### src/rtl/shader_pkg.sv
`default_nettype none
// ============================================================================
//  Module      : shader_pkg
//  Description : Shared types and helpers for the shader core fetch path:
//                program-counter type, fetch FSM state encoding and the
//                opcode-to-length decode.
//  Revision    : 1.0 - initial release
// ============================================================================
package shader_pkg;

    // 12-bit byte address into shader program memory
    typedef logic unsigned [11:0] pc_t;

    // Fetch sequencer states
    typedef enum logic [2:0] {
        ST_IDLE  = 3'd0,
        ST_REQ   = 3'd1,
        ST_WAIT  = 3'd2,
        ST_EMIT  = 3'd3,
        ST_FAULT = 3'd4
    } fetch_state_t;

    // Instruction length code (byte count minus one) lives in opcode[7:6]
    function automatic logic [1:0] instr_len_f(input logic [7:0] opcode);
        return opcode[7:6];
    endfunction

endpackage
`default_nettype wire

### src/rtl/fetch_watchdog.sv
`default_nettype none
// ============================================================================
//  Module      : fetch_watchdog
//  Description : Memory-response watchdog for the fetch unit. Counts cycles
//                spent waiting for a read completion and flags the cycle in
//                which the wait budget is used up. Only built when
//                FETCH_WATCHDOG_EN is defined.
//  Revision    : 1.0 - initial release
// ============================================================================
module fetch_watchdog
    import shader_pkg::*;
#(
    parameter int unsigned WATCHDOG_CYCLES = 255
) (
    input  logic aclk,
    input  logic aresetn,
    input  logic clear,
    input  logic count_en,
    output logic expired
);

    localparam int unsigned CNT_W = $clog2(WATCHDOG_CYCLES + 1);

    logic [CNT_W-1:0] count_q;
    logic [CNT_W-1:0] count_d;

    // Restart on every new request, count each waiting cycle
    always_comb begin
        count_d = count_q;
        if (clear) begin
            count_d = '0;
        end else if (count_en) begin
            count_d = count_q + 1'b1;
        end
    end

    // Wait-cycle counter register
    always_ff @(posedge aclk or negedge aresetn) begin
        if (!aresetn) begin
            count_q <= '0;
        end else begin
            count_q <= count_d;
        end
    end

    // Asserted during the last permitted waiting cycle
    assign expired = count_en && (count_q == CNT_W'(WATCHDOG_CYCLES - 1));

endmodule
`default_nettype wire

### src/rtl/fetch_unit.sv
`default_nettype none
// ============================================================================
//  Module      : fetch_unit
//  Description : Shader instruction fetch stage. Issues byte reads to program
//                memory, assembles 1-4 byte little-endian instructions and
//                hands them downstream over valid/ready. Honours branch
//                redirects from the brancher.
//                Optional macro FETCH_WATCHDOG_EN adds a sticky fault when the
//                memory fails to answer within WATCHDOG_CYCLES.
//  Revision    : 1.0 - initial release
// ============================================================================
module fetch_unit
    import shader_pkg::*;
#(
    parameter pc_t         RESET_PC        = 12'h000,
    parameter int unsigned WATCHDOG_CYCLES = 255
) (
    input  logic        aclk,
    input  logic        aresetn,
    input  logic        rx_enable,
    output logic        mem_enable,
    output logic        mem_write,
    output logic        mem_strobe,
    output logic [11:0] mem_program_counter,
    input  logic [7:0]  mem_data,
    input  logic        mem_ready,
    input  logic        rx_branch_valid,
    input  logic [11:0] rx_branch_target,
    output logic        tx_valid,
    input  logic        tx_ready,
    output logic [31:0] tx_instruction,
    output logic [1:0]  tx_length,
    output logic [11:0] tx_pc,
    output logic        tx_fault
);

    fetch_state_t state_q, state_d;
    pc_t          pc_q, pc_d;
    pc_t          tx_pc_q, tx_pc_d;
    pc_t          br_tgt_q, br_tgt_d;
    logic         br_pend_q, br_pend_d;
    logic [1:0]   idx_q, idx_d;
    logic [1:0]   len_q, len_d;
    logic [1:0]   len_new;
    logic [31:0]  instr_q, instr_d;
    logic         fault_q, fault_d;
    logic         mem_strobe_q, mem_strobe_d;
    logic         mem_enable_q, mem_enable_d;
    logic         tx_valid_q, tx_valid_d;
    logic         wd_expired;

`ifdef FETCH_WATCHDOG_EN
    fetch_watchdog #(
        .WATCHDOG_CYCLES (WATCHDOG_CYCLES)
    ) u_watchdog (
        .aclk     (aclk),
        .aresetn  (aresetn),
        .clear    (mem_strobe_q),
        .count_en (state_q == ST_WAIT),
        .expired  (wd_expired)
    );
`else
    logic unused_wd_cfg;
    assign wd_expired    = 1'b0;
    assign unused_wd_cfg = ^WATCHDOG_CYCLES;
`endif

    // Next-state, assembly buffer and registered-output decode
    always_comb begin
        state_d   = state_q;
        pc_d      = pc_q;
        tx_pc_d   = tx_pc_q;
        br_tgt_d  = br_tgt_q;
        br_pend_d = br_pend_q;
        idx_d     = idx_q;
        len_d     = len_q;
        instr_d   = instr_q;
        fault_d   = fault_q;
        // Slot 0 carries the opcode, so its length is taken straight off the bus
        len_new   = (idx_q == 2'd0) ? instr_len_f(mem_data) : len_q;

        case (state_q)
            ST_IDLE: begin
                if (rx_branch_valid) begin
                    pc_d    = rx_branch_target;
                    idx_d   = 2'd0;
                    len_d   = 2'd0;
                    instr_d = '0;
                    state_d = rx_enable ? ST_REQ : ST_IDLE;
                end else if (rx_enable) begin
                    state_d = ST_REQ;
                end
            end
            ST_REQ: begin
                // The strobe goes out regardless; a redirect waits for its reply
                state_d = ST_WAIT;
                if (rx_branch_valid) begin
                    br_pend_d = 1'b1;
                    br_tgt_d  = rx_branch_target;
                end
            end
            ST_WAIT: begin
                if (mem_ready) begin
                    if (rx_branch_valid || br_pend_q) begin
                        pc_d      = rx_branch_valid ? rx_branch_target : br_tgt_q;
                        br_pend_d = 1'b0;
                        idx_d     = 2'd0;
                        len_d     = 2'd0;
                        instr_d   = '0;
                        state_d   = ST_REQ;
                    end else begin
                        instr_d[{idx_q, 3'b000} +: 8] = mem_data;
                        if (idx_q == 2'd0) begin
                            len_d   = len_new;
                            tx_pc_d = pc_q;
                        end
                        pc_d = pc_q + 12'd1;
                        if (idx_q == len_new) begin
                            state_d = ST_EMIT;
                        end else begin
                            idx_d   = idx_q + 2'd1;
                            state_d = rx_enable ? ST_REQ : ST_IDLE;
                        end
                    end
                end else begin
                    if (rx_branch_valid) begin
                        br_pend_d = 1'b1;
                        br_tgt_d  = rx_branch_target;
                    end
                    if (wd_expired) begin
                        fault_d   = 1'b1;
                        br_pend_d = 1'b0;
                        if (rx_branch_valid) begin
                            pc_d    = rx_branch_target;
                            idx_d   = 2'd0;
                            len_d   = 2'd0;
                            instr_d = '0;
                            state_d = ST_REQ;
                        end else begin
                            state_d = ST_FAULT;
                        end
                    end
                end
            end
            ST_EMIT: begin
                // Handshake and redirect can coincide: the word is consumed either way
                if (rx_branch_valid || tx_ready) begin
                    if (rx_branch_valid) begin
                        pc_d = rx_branch_target;
                    end
                    idx_d   = 2'd0;
                    len_d   = 2'd0;
                    instr_d = '0;
                    state_d = rx_enable ? ST_REQ : ST_IDLE;
                end
            end
`ifdef FETCH_WATCHDOG_EN
            ST_FAULT: begin
                if (rx_branch_valid) begin
                    pc_d    = rx_branch_target;
                    idx_d   = 2'd0;
                    len_d   = 2'd0;
                    instr_d = '0;
                    state_d = ST_REQ;
                end
            end
`endif
            default: begin
                state_d = ST_IDLE;
            end
        endcase

        mem_strobe_d = (state_d == ST_REQ);
        mem_enable_d = (state_d == ST_REQ) || (state_d == ST_WAIT);
        tx_valid_d   = (state_d == ST_EMIT);
    end

    // State, datapath and output registers
    always_ff @(posedge aclk or negedge aresetn) begin
        if (!aresetn) begin
            state_q      <= ST_IDLE;
            pc_q         <= RESET_PC;
            tx_pc_q      <= RESET_PC;
            br_tgt_q     <= '0;
            br_pend_q    <= 1'b0;
            idx_q        <= 2'd0;
            len_q        <= 2'd0;
            instr_q      <= '0;
            fault_q      <= 1'b0;
            mem_strobe_q <= 1'b0;
            mem_enable_q <= 1'b0;
            tx_valid_q   <= 1'b0;
        end else begin
            state_q      <= state_d;
            pc_q         <= pc_d;
            tx_pc_q      <= tx_pc_d;
            br_tgt_q     <= br_tgt_d;
            br_pend_q    <= br_pend_d;
            idx_q        <= idx_d;
            len_q        <= len_d;
            instr_q      <= instr_d;
            fault_q      <= fault_d;
            mem_strobe_q <= mem_strobe_d;
            mem_enable_q <= mem_enable_d;
            tx_valid_q   <= tx_valid_d;
        end
    end

    assign mem_enable          = mem_enable_q;
    assign mem_write           = 1'b0;
    assign mem_strobe          = mem_strobe_q;
    assign mem_program_counter = pc_q;
    assign tx_valid            = tx_valid_q;
    assign tx_instruction      = instr_q;
    assign tx_length           = len_q;
    assign tx_pc               = tx_pc_q;
    assign tx_fault            = fault_q;

endmodule
`default_nettype wire

### config.mk
export PLATFORM = sky130hd
export DESIGN_NAME = fetch_unit
export DESIGN_NICKNAME = d
export VERILOG_FILES = /design/src/rtl/shader_pkg.sv /design/src/rtl/fetch_watchdog.sv /design/src/rtl/fetch_unit.sv
export SDC_FILE = /design/constraint.sdc
export NUM_CORES = 1
export LEC_CHECK = 0
export ABC_AREA = 0
export CAP_MARGIN = 40
export CORE_UTILIZATION = 25
export DETAILED_ROUTE_END_ITERATION = 8
export PLACE_DENSITY = 0.58
export SKIP_LAST_GASP = 1
export SYNTH_ARGS = -nofsm -noshare
export SYNTH_HDL_FRONTEND = slang
export SYNTH_SLANG_ARGS = --single-unit
### constraint.sdc
create_clock -name aclk -period 4.3 [get_ports aclk]
set_input_delay 0.86 -clock aclk [delete_from_list [all_inputs] [get_ports aclk]]
set_output_delay 0.86 -clock aclk [all_outputs]
set_load 0.01 [all_outputs]
==> reports/results.ini, run 1 <==
[global_routing]
grt_pass1_vias=3039
grtUsageTotal=0.1371
met3_usage=0.04945
antenna_found_initial=0
met1_usage=0.1776
grt-ovfl-total=0
use_met2=0.2177
top_usage_layer=met2
grt_first_pass_wirelength_mm=15.95
grt_max_degree=47

[finish]
nets=451
diodes=0
area_growth_pct=36.87
final_util=0.3494
multi_input_area_sq_um=1595
nFillCells=1440
drive_above_1_share=0.1106
register_area_sq_um=1977

[synthesis]
synth.yosys.warnings=0
async_reset_ff_frac=1.000
synth_simple_gate_area_share=0.1371
synth_compound_area_frac=0.1808
synth_area_per_cell_sq_um=10.94
synth_edf_count=0
synth_ff_type=dfrtp_1
synth_top_family_by_area=compound AO/OA/AOI/OAI gates
syn_inst=338
ys_seq_elements=79
syn_area_sq_um=3696
synth_xor_area_frac=0.02370
synth_cell_types=49
synth_fa_ha_area_frac=0.01693
synth-seq-area-share=0.5349
synth_mux_area_frac=0.07007

[timing]
slew_viol_final=0
skew_ns=0.007831
tightest_slew_ns=0.7489
worst_slack_ns=1.564
slew_headroom=0.4989
fmax_mhz=365.5
fin_crit_ns=2.736
fin_crit_sh=0.6362
setup_viol=0
hold_viol=0
tns_ns=0
rsz0062_at_grt=no

[setup_path]
worstPathMaxFanout=11
start_kind=input port
worst-r2r-setup-slack_ns=1.83
cp-end-kind=flip-flop
crit_chain=clkdlybuf4s50_1 -> or2_2 -> a21oi_2 -> nor4b_4 -> and4b_1 -> a22o_1
cp.required_ns=4.57
slowest_stage=clkdlybuf4s50_1
worst-setup-path-type=input port to flip-flop
critical_path_buf_inv_count=1
worstPathArrival_ns=3.01
r2r_start=state_q[2]$_DFF_PN0_
crit_family=simple AND/OR/NAND/NOR gates
rr_worst_depth=5
worst_path_largest_cell_delay_ns=0.59
reg2reg_to=tx_instruction[25]$_DFFE_PN0P_

[die]
die_area_sq_um=15270
top_level_ports=89
initial_core_util=0.2553
die_x_microns=123.6
die_y_microns=123.6
design.core.area_sq_um=14480
placement_rows=44

[detailed_routing]
routed_wl_mm=9.893
final_antenna_net_count=0
via_count=2920
first_iter_violations=147
drt-wirelength-per-cell_microns=16.24
drc=0
via_per_inst=4.795
dr.pass1.iters=4

[placement]
dp_slack_ns=1.233
place_hpwl_mm=7.115
port_buffers=86
place_congestion=0.8140

[min_path]
whs_path_depth=2
worst_hold_path_type=flip-flop to flip-flop
hold_end=tx_pc[6]$_DFFE_PN0P_
hold_start=tx_pc[6]$_DFFE_PN0P_

[clock_tree]
cts_buffers=9
ctsResizeCount=0
cts_htree_levels=3
clock-sinks=79
clk_path_buf_depth=2
cts_root_buffer=clkbuf_16
clk_transition_reported_paths_ns=0.06
cts_setup_buffers=0
cts_tree=yes
insertion_delay_ns=0.34
cts-hold-fix-buffers=0

[pwr]
leakagePower_nw=2.166
pwr_density_cell_nw_per_um2=446.1
max-vdd-ir-drop_uv=177.9

[status]
status=completed

[flow_run]
cap_violations=0

==> cells in the final DEF (no fill, tap or decap), types with 3 or more instances in the layout <==
cell / count
clkdlybuf4s50_1: 85
dfrtp_1: 79
nand2_1: 50
a22o_1: 34
nor2_1: 18
mux2_2: 15
o21ai_0: 15
nand3_1: 11
mux2i_1: 9
a21oi_1: 9
clkbuf_16: 9
o22ai_1: 8
inv_1: 8
xnor2_1: 6
a31oi_1: 5
ha_1: 5
xor2_1: 4
o21ai_1: 3
o211ai_1: 3
conb_1: 3
==> cells by family (layout without fill, tap and decap cells) <==
family	after synthesis	in the layout
adders and majority gates	5	5
DFF	79	79
xor gates and xnor gates	10	10
buffers and inverters	27	112
AOI/OAI and AO/OA	89	89
other	1	3
muxes	24	24
and+or+nand+nor	103	103
==> how the worst max path moves through the flow <==
stage | startpoint | endpoint | slack [ns] | depth (start not counted)
2_1_floorplan | rx_branch_valid | tx_instruction[16]$_DFFE_PN0P_ | 2.07 | 7
3_3_place_gp | mem_ready | br_tgt_q[7]$_DFFE_PN0P_ | 1.27 | 5
3_5_place_dp | mem_ready | br_tgt_q[6]$_DFFE_PN0P_ | 1.23 | 5
4_1_cts | mem_ready | br_tgt_q[6]$_DFFE_PN0P_ | 1.59 | 5
5_1_grt | mem_ready | br_tgt_q[2]$_DFFE_PN0P_ | 1.45 | 5
6_report | rx_branch_valid | tx_instruction[25]$_DFFE_PN0P_ | 1.56 | 6
==> cells in the mapped netlist, drive strengths merged, types with 8 or more instances <==
cell,n,area (sq um)
nor2,19,73.82
mux2i,9,90.09
inv,8,30.03
o22ai,8,50.05
a21oi,11,62.56
nand3,11,55.05
mux2,15,168.9
o21ai,19,98.84
dfrtp,79,1977
buf,13,78.82
a22o,34,297.8
nand2,50,187.7
==> worst reg2reg max path, delay by kind of cell, from the launching register on <==
family	cells	cell delay, ns
compound gates	2	0.48
flops	1	0.56
simple gates	3	1.38
==> layout make-up <==
type / instances / area share
clock buffers: 11 / 0.04996
clock inverters: 5 / 0.01583
inverters: 8 / 0.005936
multi-input cells: 234 / 0.3154
flip-flops and latches: 79 / 0.3908
well taps: 184 / 0.04551
repair buffers: 88 / 0.1766
==> stage by stage <==
| step | power [mW] | std cells | instance area [sq um] | hold slack (ns) |
|---|---|---|---|---|
| global placement | 1.418 | 592 | 4698 | 0.4572 |
| CTS | 2.286 | 609 | 5059 | 0.4770 |
| finish | 2.257 | 609 | 5059 | 0.4724 |
| global route | 2.378 | 609 | 5059 | 0.4997 |
| detailed placement | 1.438 | 593 | 4726 | 0.4623 |
| floorplan | 1.202 | 340 | 3704 | 0.4699 |
==> report_power, final <==
group	internal (mW)	total (mW)	switching (mW)	leakage (nW)
sequential	0.849	0.970	0.121	1.04
clock	0.539	0.837	0.298	0.158
combinational	0.245	0.449	0.204	0.969
==> sequential cells by signal (all words and copies together) (netlist names) <==
name                 count
state_q                  3
tx_valid                 1
mem_enable               1
mem_strobe               1
mem_program_counter     12
tx_instruction          32
tx_pc                   12
br_pend_q                1
tx_length                2
idx_q                    2
br_tgt_q                12
==> routing by layer <==
| layer | share of wire | vias up |
|---|---|---|
| met5 | 0 | - |
| met4 | 0.0085 | 0 |
| met3 | 0.082 | 11 |
| met2 | 0.44 | 107 |
| met1 | 0.47 | 1426 |
| li1 | - | 1376 |
Power figures use the tool's default switching activity.
==> inputs of run 2 (changes only) <==
--- a/config.mk
+++ b/config.mk
@@ -9,7 +9,7 @@
 export CAP_MARGIN = 40
 export CORE_UTILIZATION = 25
 export DETAILED_ROUTE_END_ITERATION = 8
-export PLACE_DENSITY = 0.58
+export PLACE_DENSITY = 0.6
 export SKIP_LAST_GASP = 1
 export SYNTH_ARGS = -nofsm -noshare
 export SYNTH_HDL_FRONTEND = slang
==> constraint.sdc (replaced) <==
create_clock -name aclk -period 2.2 [get_ports aclk]
set_input_delay 0.44 -clock aclk [delete_from_list [all_inputs] [get_ports aclk]]
set_output_delay 0.44 -clock aclk [all_outputs]
set_load 0.01 [all_outputs]
==> reports/results.ini, run 2 (same netlist as run 1, synthesis figures left out) <==
[timing]
fin_crit_ns=2.041
worst_slack_ns=0.1594
tightest_slew_ns=0.5007
slew_headroom=0.6662
setup_viol=0
skew_ns=0.002822
rsz0062_at_grt=no
fin_crit_sh=0.9276
slew_viol_final=0
hold_viol=0
fmax_mhz=490.0

[status]
status=completed

[detailed_routing]
via_per_inst=4.725
via_count=3019
drt-wirelength-per-cell_microns=16.20
routed_wl_mm=10.35
first_iter_violations=198
final_antenna_net_count=0
dr.pass1.iters=4
drc=0

[die]
die_y_microns=123.6
die_x_microns=123.6
design.core.area_sq_um=14480
die_area_sq_um=15270
initial_core_util=0.2553
top_level_ports=89
placement_rows=44

[finish]
finalNonFillerCells=639
final_common_cell=clkdlybuf4s50_1
final_util=0.3618
drive_above_1_share=0.1692
area_growth_pct=41.74
final_cell_mix=85 x clkdlybuf4s50_1, 79 x dfrtp_1, 50 x nand2_1, 34 x a22o_1, 32 x buf_4
nets=481
largest_register_ffs=32
diodes=0

[global_routing]
grtUsageTotal=0.1452
grt_first_pass_wirelength_mm=16.95
grt_max_degree=44
antenna_found_initial=0
grt-ovfl-total=0
grt_pass1_vias=3181

[placement]
port_buffers=86
place_hpwl_mm=7.459
place_congestion=0.8373
place_inst=623
dp_slack_ns=-0.2181

[setup_path]
r2r_start=state_q[0]$_DFF_PN0_
reg2reg_to=tx_instruction[11]$_DFFE_PN0P_
worst-setup-path-type=input port to flip-flop
cp-end-kind=flip-flop
cp.required_ns=2.47
rr_worst_depth=7
worst-r2r-setup-slack_ns=0.29
worstPathMaxFanout=11
start_kind=input port
worstPathArrival_ns=2.31

[clock_tree]
cts_root_buffer=clkbuf_16
clock-sinks=79
insertion_delay_ns=0.33
clk_transition_reported_paths_ns=0.06
cts_tree=yes
clk_path_buf_depth=2
cts_htree_levels=3
cts_buffers=9
cts_setup_buffers=0

[flow_run]
cap_violations=0

[pwr]
leakagePower_nw=2.296
pwr_density_cell_nw_per_um2=825.6
max-vdd-ir-drop_uv=337.3

[min_path]
worst_hold_path_type=input port to async pin

==> run 2: cell count changes in the layout (fill, tap and decap cells not counted), sizes merged <==
cell      before  now
bufinv         2    1
clkinvlp       2    0
clkbuf        11   12
buf            3   33
clkinv         1    3
==> run 2: timing repair <==
item,4_1_cts,5_1_grt
endpoints found under the setup margin,0,7
hold buffers,0,0
gates resized for setup,0,2
==> run 2: stage by stage <==
stage          TNS, ns  total power, mW  cell area (sq um)  hold slack (ns)
6_report             0            4.325               5239          0.07727
4_1_cts              0            4.367               5235          0.08731
3_5_place_dp    -6.360            2.876               4943           0.4444
3_3_place_gp    -5.634            2.843               4943           0.4400
2_1_floorplan        0            2.349               3704           0.1444
5_1_grt              0            4.566               5239           0.1100
==> run 2: worst max path at each step <==
stage,start,endpoint,slack [ns],cells past startpoint
after floorplan,idx_q[0]$_DFFE_PN0P_,mem_enable$_DFF_PN0_,0.27,8
after global placement,rx_branch_valid,tx_instruction[17]$_DFFE_PN0P_,-0.20,7
after detailed placement,rx_branch_valid,tx_instruction[22]$_DFFE_PN0P_,-0.22,7
after CTS,rx_branch_valid,tx_instruction[19]$_DFFE_PN0P_,0.11,7
after global routing,rx_branch_valid,tx_instruction[24]$_DFFE_PN0P_,0.03,7
final,rx_branch_valid,tx_instruction[11]$_DFFE_PN0P_,0.16,7
==> run 2: routing by layer <==
metal / vias up / GRT usage / part of all wire
li1: 1429 / - / -
met1: 1460 / 0.1892 / 0.45
met2: 119 / 0.2319 / 0.46
met3: 11 / 0.04396 / 0.079
met4: 0 / 0.04066 / 0.011
met5: - / 0 / 0
==> run 2: final cells by class <==
type	instances	area [sq um]
well taps	184	230.2
multi-input cells	234	1599
clock inverters	4	45.04
clock buffers	12	246.5
repair buffers	118	1111
inverters	8	30.03
fillers	1420	9240
flip-flops and latches	79	1977
==> run 2: power by group <==
group,internal (mW),switching (mW),leakage [nW]
Clock,0.905,0.573,0.146
Combinational,0.537,0.463,1.11
Sequential,1.66,0.186,1.04
==> run 2: worst max-delay path, cell delays in order <==
cell             delay (ns)
clkdlybuf4s50_1        0.41
buf_4                  0.18
or2_2                  0.29
a21oi_2                0.14
nor4b_4                0.26
and4_1                 0.40
a22o_1                 0.18
